[src/rtl/param_parallel_sorter.sv]
// -----------------------------------------------------------------------------
// param_parallel_sorter
//
// Sorts N_ELEM unsigned WIDTH-bit words with an odd-even transposition network.
// The network applies one phase per clock, and a job always takes N_ELEM phases.
// Only strictly out-of-order neighbours are swapped, so equal words keep their
// input order and the sort is stable. The sort direction is captured with each
// job.
//
// Optional feature macro: SORT_INDEX_EN
//   When defined, each word carries a tag holding its original position.
//   The tag moves with the word, and the tags are presented on sorted_index.
//
// Ports
//   clk          : clock; all logic runs on the rising edge
//   reset        : synchronous, active-high
//   in_valid     : mixed_array and descending are valid
//   in_ready     : block is IDLE and can accept a job
//   descending   : 0 = ascending, 1 = descending; sampled with the job
//   mixed_array  : input array; element k is at [k*WIDTH +: WIDTH]
//   out_valid    : sorted_array holds a finished result
//   out_ready    : consumer takes the result
//   sorted_array : working registers; element 0 is the min (asc) or the max (desc)
//   busy         : high in SORT or DONE
//   sorted_index : (SORT_INDEX_EN) original index of each sorted element
// -----------------------------------------------------------------------------
module param_parallel_sorter #(
    parameter int WIDTH  = 8,
    parameter int N_ELEM = 8
) (
    input  logic                       clk,
    input  logic                       reset,
    input  logic                       in_valid,
    output logic                       in_ready,
    input  logic                       descending,
    input  logic [N_ELEM*WIDTH-1:0]    mixed_array,
    output logic                       out_valid,
    input  logic                       out_ready,
    output logic [N_ELEM*WIDTH-1:0]    sorted_array,
    output logic                       busy
`ifdef SORT_INDEX_EN
    ,
    output logic [N_ELEM*$clog2(N_ELEM)-1:0] sorted_index
`endif
);

    localparam int PW = $clog2(N_ELEM + 1);
    localparam logic [PW-1:0] LAST_PHASE = PW'(N_ELEM - 1);

    typedef enum logic [1:0] {IDLE, SORT, DONE} state_t;

    state_t                        state_q, state_d;
    logic [PW-1:0]                 phase_q, phase_d;
    logic                          desc_q, desc_d;
    logic [N_ELEM-1:0][WIDTH-1:0]  data_q, data_d, net_data;
    logic [N_ELEM-2:0]             pair_swap;

    // Compare-exchange stage for the current phase. Pair (gi, gi+1) takes part
    // only when gi has the same parity as the phase number.
    for (genvar gi = 0; gi < N_ELEM - 1; gi++) begin : g_pair
        logic active;
        assign active        = (phase_q[0] == ((gi % 2) == 1));
        assign pair_swap[gi] = active && (desc_q ? (data_q[gi] < data_q[gi+1])
                                                 : (data_q[gi] > data_q[gi+1]));
    end

    // Each element belongs to at most one active pair in a phase. Its next
    // value therefore comes from the right neighbour, the left neighbour, or
    // itself.
    for (genvar gi = 0; gi < N_ELEM; gi++) begin : g_elem
        if (gi == 0) begin : g_first
            assign net_data[gi] = pair_swap[gi] ? data_q[gi+1] : data_q[gi];
        end else if (gi == N_ELEM - 1) begin : g_last
            assign net_data[gi] = pair_swap[gi-1] ? data_q[gi-1] : data_q[gi];
        end else begin : g_mid
            assign net_data[gi] = pair_swap[gi]   ? data_q[gi+1] :
                                  pair_swap[gi-1] ? data_q[gi-1] : data_q[gi];
        end
    end

`ifdef SORT_INDEX_EN
    localparam int IW = $clog2(N_ELEM);
    logic [N_ELEM-1:0][IW-1:0] tag_q, tag_d, net_tag, init_tag;

    // Tags follow exactly the same swap decisions as the data words.
    for (genvar gi = 0; gi < N_ELEM; gi++) begin : g_tag
        assign init_tag[gi] = IW'(gi);
        if (gi == 0) begin : g_first
            assign net_tag[gi] = pair_swap[gi] ? tag_q[gi+1] : tag_q[gi];
        end else if (gi == N_ELEM - 1) begin : g_last
            assign net_tag[gi] = pair_swap[gi-1] ? tag_q[gi-1] : tag_q[gi];
        end else begin : g_mid
            assign net_tag[gi] = pair_swap[gi]   ? tag_q[gi+1] :
                                 pair_swap[gi-1] ? tag_q[gi-1] : tag_q[gi];
        end
    end

    always_ff @(posedge clk) begin
        if (reset) begin
            tag_q <= '0;
        end else begin
            tag_q <= tag_d;
        end
    end

    always_comb begin
        tag_d = tag_q;
        if (state_q == IDLE && in_valid) begin
            tag_d = init_tag;
        end else if (state_q == SORT) begin
            tag_d = net_tag;
        end
    end

    assign sorted_index = tag_q;
`endif

    always_ff @(posedge clk) begin
        if (reset) begin
            state_q <= IDLE;
            phase_q <= '0;
            desc_q  <= 1'b0;
            data_q  <= '0;
        end else begin
            state_q <= state_d;
            phase_q <= phase_d;
            desc_q  <= desc_d;
            data_q  <= data_d;
        end
    end

    always_comb begin
        state_d = state_q;
        phase_d = phase_q;
        desc_d  = desc_q;
        data_d  = data_q;
        case (state_q)
            IDLE: begin
                if (in_valid) begin
                    data_d  = mixed_array;
                    desc_d  = descending;
                    phase_d = '0;
                    state_d = SORT;
                end
            end
            SORT: begin
                data_d = net_data;
                // There is no early exit; every job runs all N_ELEM phases.
                if (phase_q == LAST_PHASE) begin
                    state_d = DONE;
                end else begin
                    phase_d = phase_q + 1'b1;
                end
            end
            DONE: begin
                if (out_ready) begin
                    state_d = IDLE;
                end
            end
            default: state_d = IDLE;
        endcase
    end

    assign in_ready     = (state_q == IDLE);
    assign out_valid    = (state_q == DONE);
    assign busy         = (state_q != IDLE);
    assign sorted_array = data_q;

endmodule
[config.mk]
export PLATFORM = sky130hd
export DESIGN_NAME = param_parallel_sorter
export DESIGN_NICKNAME = d
export VERILOG_FILES = /design/src/rtl/param_parallel_sorter.sv
export SDC_FILE = /design/constraint.sdc
export NUM_CORES = 1
export LEC_CHECK = 0
export CORE_MARGIN = 2
export CORE_UTILIZATION = 46
export CTS_CLUSTER_DIAMETER = 120
export DETAILED_ROUTE_END_ITERATION = 10
export PLACE_DENSITY = 0.83
export SKIP_CTS_REPAIR_TIMING = 1
export SLEW_MARGIN = 10
export SYNTH_ARGS = -nofsm -noshare
export SYNTH_HDL_FRONTEND = slang
export SYNTH_SLANG_ARGS = --single-unit
export TNS_END_PERCENT = 20
[constraint.sdc]
create_clock -name clk -period 2.35 [get_ports clk]
set_input_delay 0.235 -clock clk [delete_from_list [all_inputs] [get_ports clk]]
set_output_delay 0.235 -clock clk [all_outputs]
set_load 0.1 [all_outputs]
==> summary.txt <==
Worst Path Required -> 2.55 ns
row count -> 39
FMAX -> 398 MHz
Max-slew headroom -> 52.5%
largest net degree at the start of global routing -> 86
Slew @ Worst Pin -> 0.712 ns
full die area -> 12600 sq um
Die Y -> 112 um
Tmin final -> 2.51 ns
# diodes -> 0
Routed WL -> 20500 um
Arrival @ worst endpoint -> 2.71 ns
CP Cell Sequence -> inv_1, ha_1, nor2b_1, o211ai_1, a21o_1, a311o_1, a21boi_4, buf_4, a21oi_4, o32ai_2
Final ANT Viol Nets -> 0
DP Cell Count -> 979
cts bufs inserted -> 9
met1 WL -> 7970 um
Synth Area per Inst -> 8.02 sq um
Final Cycle Share -> 107%
layout cells sized above 1 -> 33.6%
CP peak stage delay -> 0.39 ns
CP startpoint kind -> flop
GRT Util Overall -> 30.0%
Initial Util -> 47.2%
Max-Cap Viols -> 0
Mapped Cells -> 672
initial antenna violation count -> 0
Post-Syn Area -> 5390 sq um
Non-Filler Instances -> 1002
top layer in use -> met4
detail-routed via count per cell -> 6.35
Placeable Area -> 11400 sq um
DRC viols -> 0
RR Endpoint -> sorted_array[47]$_SDFFE_PP0P_
total gr overflow -> 0
CP Class -> reg2reg
RSZ-0062 raised after global routing -> true
leak pwr -> 3.26 nW
Netlist cell types -> 53
final worst setup slack -> -0.162 ns
first-pass GRT wire length -> 30600 um
pwr dens -> 1040 nW/um^2
clk sinks -> 71
post-synthesis sequential area ratio -> 26.4%
Max VDD drop -> 0.787 mV
vias in the first global route -> 5969
met2 wire length -> 9740 um
Routability Congestion -> 0.968
status -> finished with violations
CTS tree -> built
Final nets -> 980
endpoints failing setup -> 48
WHS Endpoint -> sorted_array[30]$_SDFFE_PP0P_
slowest CP cell -> o211ai_1
Worst Skew -> 0.00607 ns
FF-to-FF path depth -> 10
Reg2Reg Setup Slack -> -0.16 ns
Root Buffer -> clkbuf_16
clk buf depth -> 2
I/O Pins -> 136
Vias -> 6362
failing checks -> negative setup slack
worst path buffer plus inverter count -> 2
Top delay family on crit path -> compound AO/OA/AOI/OAI gates
initial DRC count -> 767
Tightest Hold Check Type -> in2reg
max-slew violation count -> 0
Die Wd -> 112 um
Post-synth EDFFs -> 0
total power -> 8.30 mW
WL/cell -> 20.4 um
register bit total from synthesis -> 71
met3 wire len -> 1710 um
DRT Pass-1 Iters -> 5
critical path peak fanout -> 8
Fillers -> 875
synth warn -> 0
hold path startpoint -> reset
syn nets -> 798
CP Capture Type -> flop
commonest non-fill, non-tap cell in the layout -> buf_4
Detailed Place HPWL -> 14800 um
H-tree depth -> 3
ys flop type -> dfxtp_1
PortBufs -> 135
Post-synth ARST share -> 0%
Final Hold Viols -> 0
area growth from synthesis to layout -> 48.3%
clock latency on the worst-skew pair -> 0.34 ns
Hold Path Stages -> 4
Critical R2R Launch -> sorted_array[49]$_SDFFE_PP0P_
Clock transition at path regs -> 0.06 ns
commonest cells after routing, fill and taps aside -> 139 x buf_4, 69 x nor2_1, 67 x clkdlybuf4s50_1
-- metrics by stage --
stage | setup TNS, ns | instance area [sq um] | setup slack, ns | util, % | hold WS, ns
final | -4.08 | 7990 | -0.162 | 69.9 | 0.409
after global routing | -8.52 | 7990 | -0.246 | 69.9 | 0.441
after CTS | -3.21 | 7590 | -0.156 | 66.5 | 0.387
after detailed placement | -2.40 | 7320 | -0.139 | 64.1 | 0.479
after global placement | -0.399 | 7320 | -0.0408 | 64.1 | 0.458
after floorplan | -26.35 | 5580 | -0.648 | - | 0.371
-- logic make-up after synthesis --
family	synth area share, %
AO/OA/AOI/OAI	29.0
XOR/XNOR	0.163
adder cells (fa/ha/maj)	13.2
buffers and inverters	7.71
flip-flops	26.4
AND/OR/NAND/NOR	21.2
multiplexers	2.32
-- per-layer routing --
metal,vias to the layer above,track usage [%]
li1,2914,-
met1,2975,39.2
met2,394,49.2
met3,79,4.16
met4,0,13.8
met5,-,0
-- final cells by class --
type | instances | area, sq um | share of cell area [%]
Timing Repair Buffer | 213 | 1810 | 22.7
Multi-Input combinational cell | 499 | 3960 | 49.6
Sequential cell | 71 | 1530 | 19.2
Inverter | 60 | 228 | 2.85
Tap cell | 143 | 179 | 2.24
Clock inverter | 7 | 47.5 | 0.595
Clock buffer | 9 | 225 | 2.82
-- synth_stat cells, types with 3 or more instances --
cell,n,area [sq um]
dfxtp_1,71,1420
nor2_1,71,267
inv_1,59,221
nand2_1,58,218
ha_1,57,713
a21oi_1,34,170
clkbuf_1,28,105
nand2b_1,26,163
a311oi_1,25,219
o32ai_1,24,210
nand4_1,21,131
o311ai_1,16,140
o211ai_1,14,105
nand3_1,13,65.1
buf_2,11,55.1
nor3_1,11,55.1
and4_1,10,87.6
nor2b_1,10,62.6
o2bb2ai_1,9,78.8
mux2i_1,8,80.1
o22ai_1,8,50.1
o31ai_1,8,60.1
a221o_1,7,70.1
a32o_1,7,70.1
o41ai_1,7,61.3
or3_1,7,43.8
a21o_1,6,45.0
o21ai_0,5,25.0
a211oi_1,4,30.0
mux2_2,4,45.0
a21oi_2,3,26.3
-- worst max-delay path by stage --
stage                                       start                       endpoint  slack, ns  depth (start not counted)
CTS                 sorted_array[25]$_SDFFE_PP0P_  sorted_array[25]$_SDFFE_PP0P_      -0.16                          9
detailed placement  sorted_array[55]$_SDFFE_PP0P_  sorted_array[47]$_SDFFE_PP0P_      -0.14                          9
finish              sorted_array[49]$_SDFFE_PP0P_  sorted_array[47]$_SDFFE_PP0P_      -0.16                         10
floorplan           sorted_array[57]$_SDFFE_PP0P_  sorted_array[49]$_SDFFE_PP0P_      -0.65                         11
global placement    sorted_array[39]$_SDFFE_PP0P_  sorted_array[30]$_SDFFE_PP0P_      -0.04                          9
global route        sorted_array[41]$_SDFFE_PP0P_  sorted_array[33]$_SDFFE_PP0P_      -0.25                          9
-- tightest hold or removal path, delay by kind of cell --
family / cells / cell delay, ns
AO/OA/AOI/OAI: 1 / 0.05
buffers and inverters: 2 / 0.30
AND/OR/NAND/NOR: 1 / 0.13
-- sequential cells by signal, summed over array words and instances (netlist names) --
signal        flops
desc_q            1
phase_q           4
sorted_array     64
state_q           2
-- report_power, final --
group          internal (mW)  switching (mW)  total (mW)
clock network          0.717           0.562        1.28
registers               1.45           0.255        1.71
logic                   1.82            3.50        5.32
(Power assumes the default switching activity.)
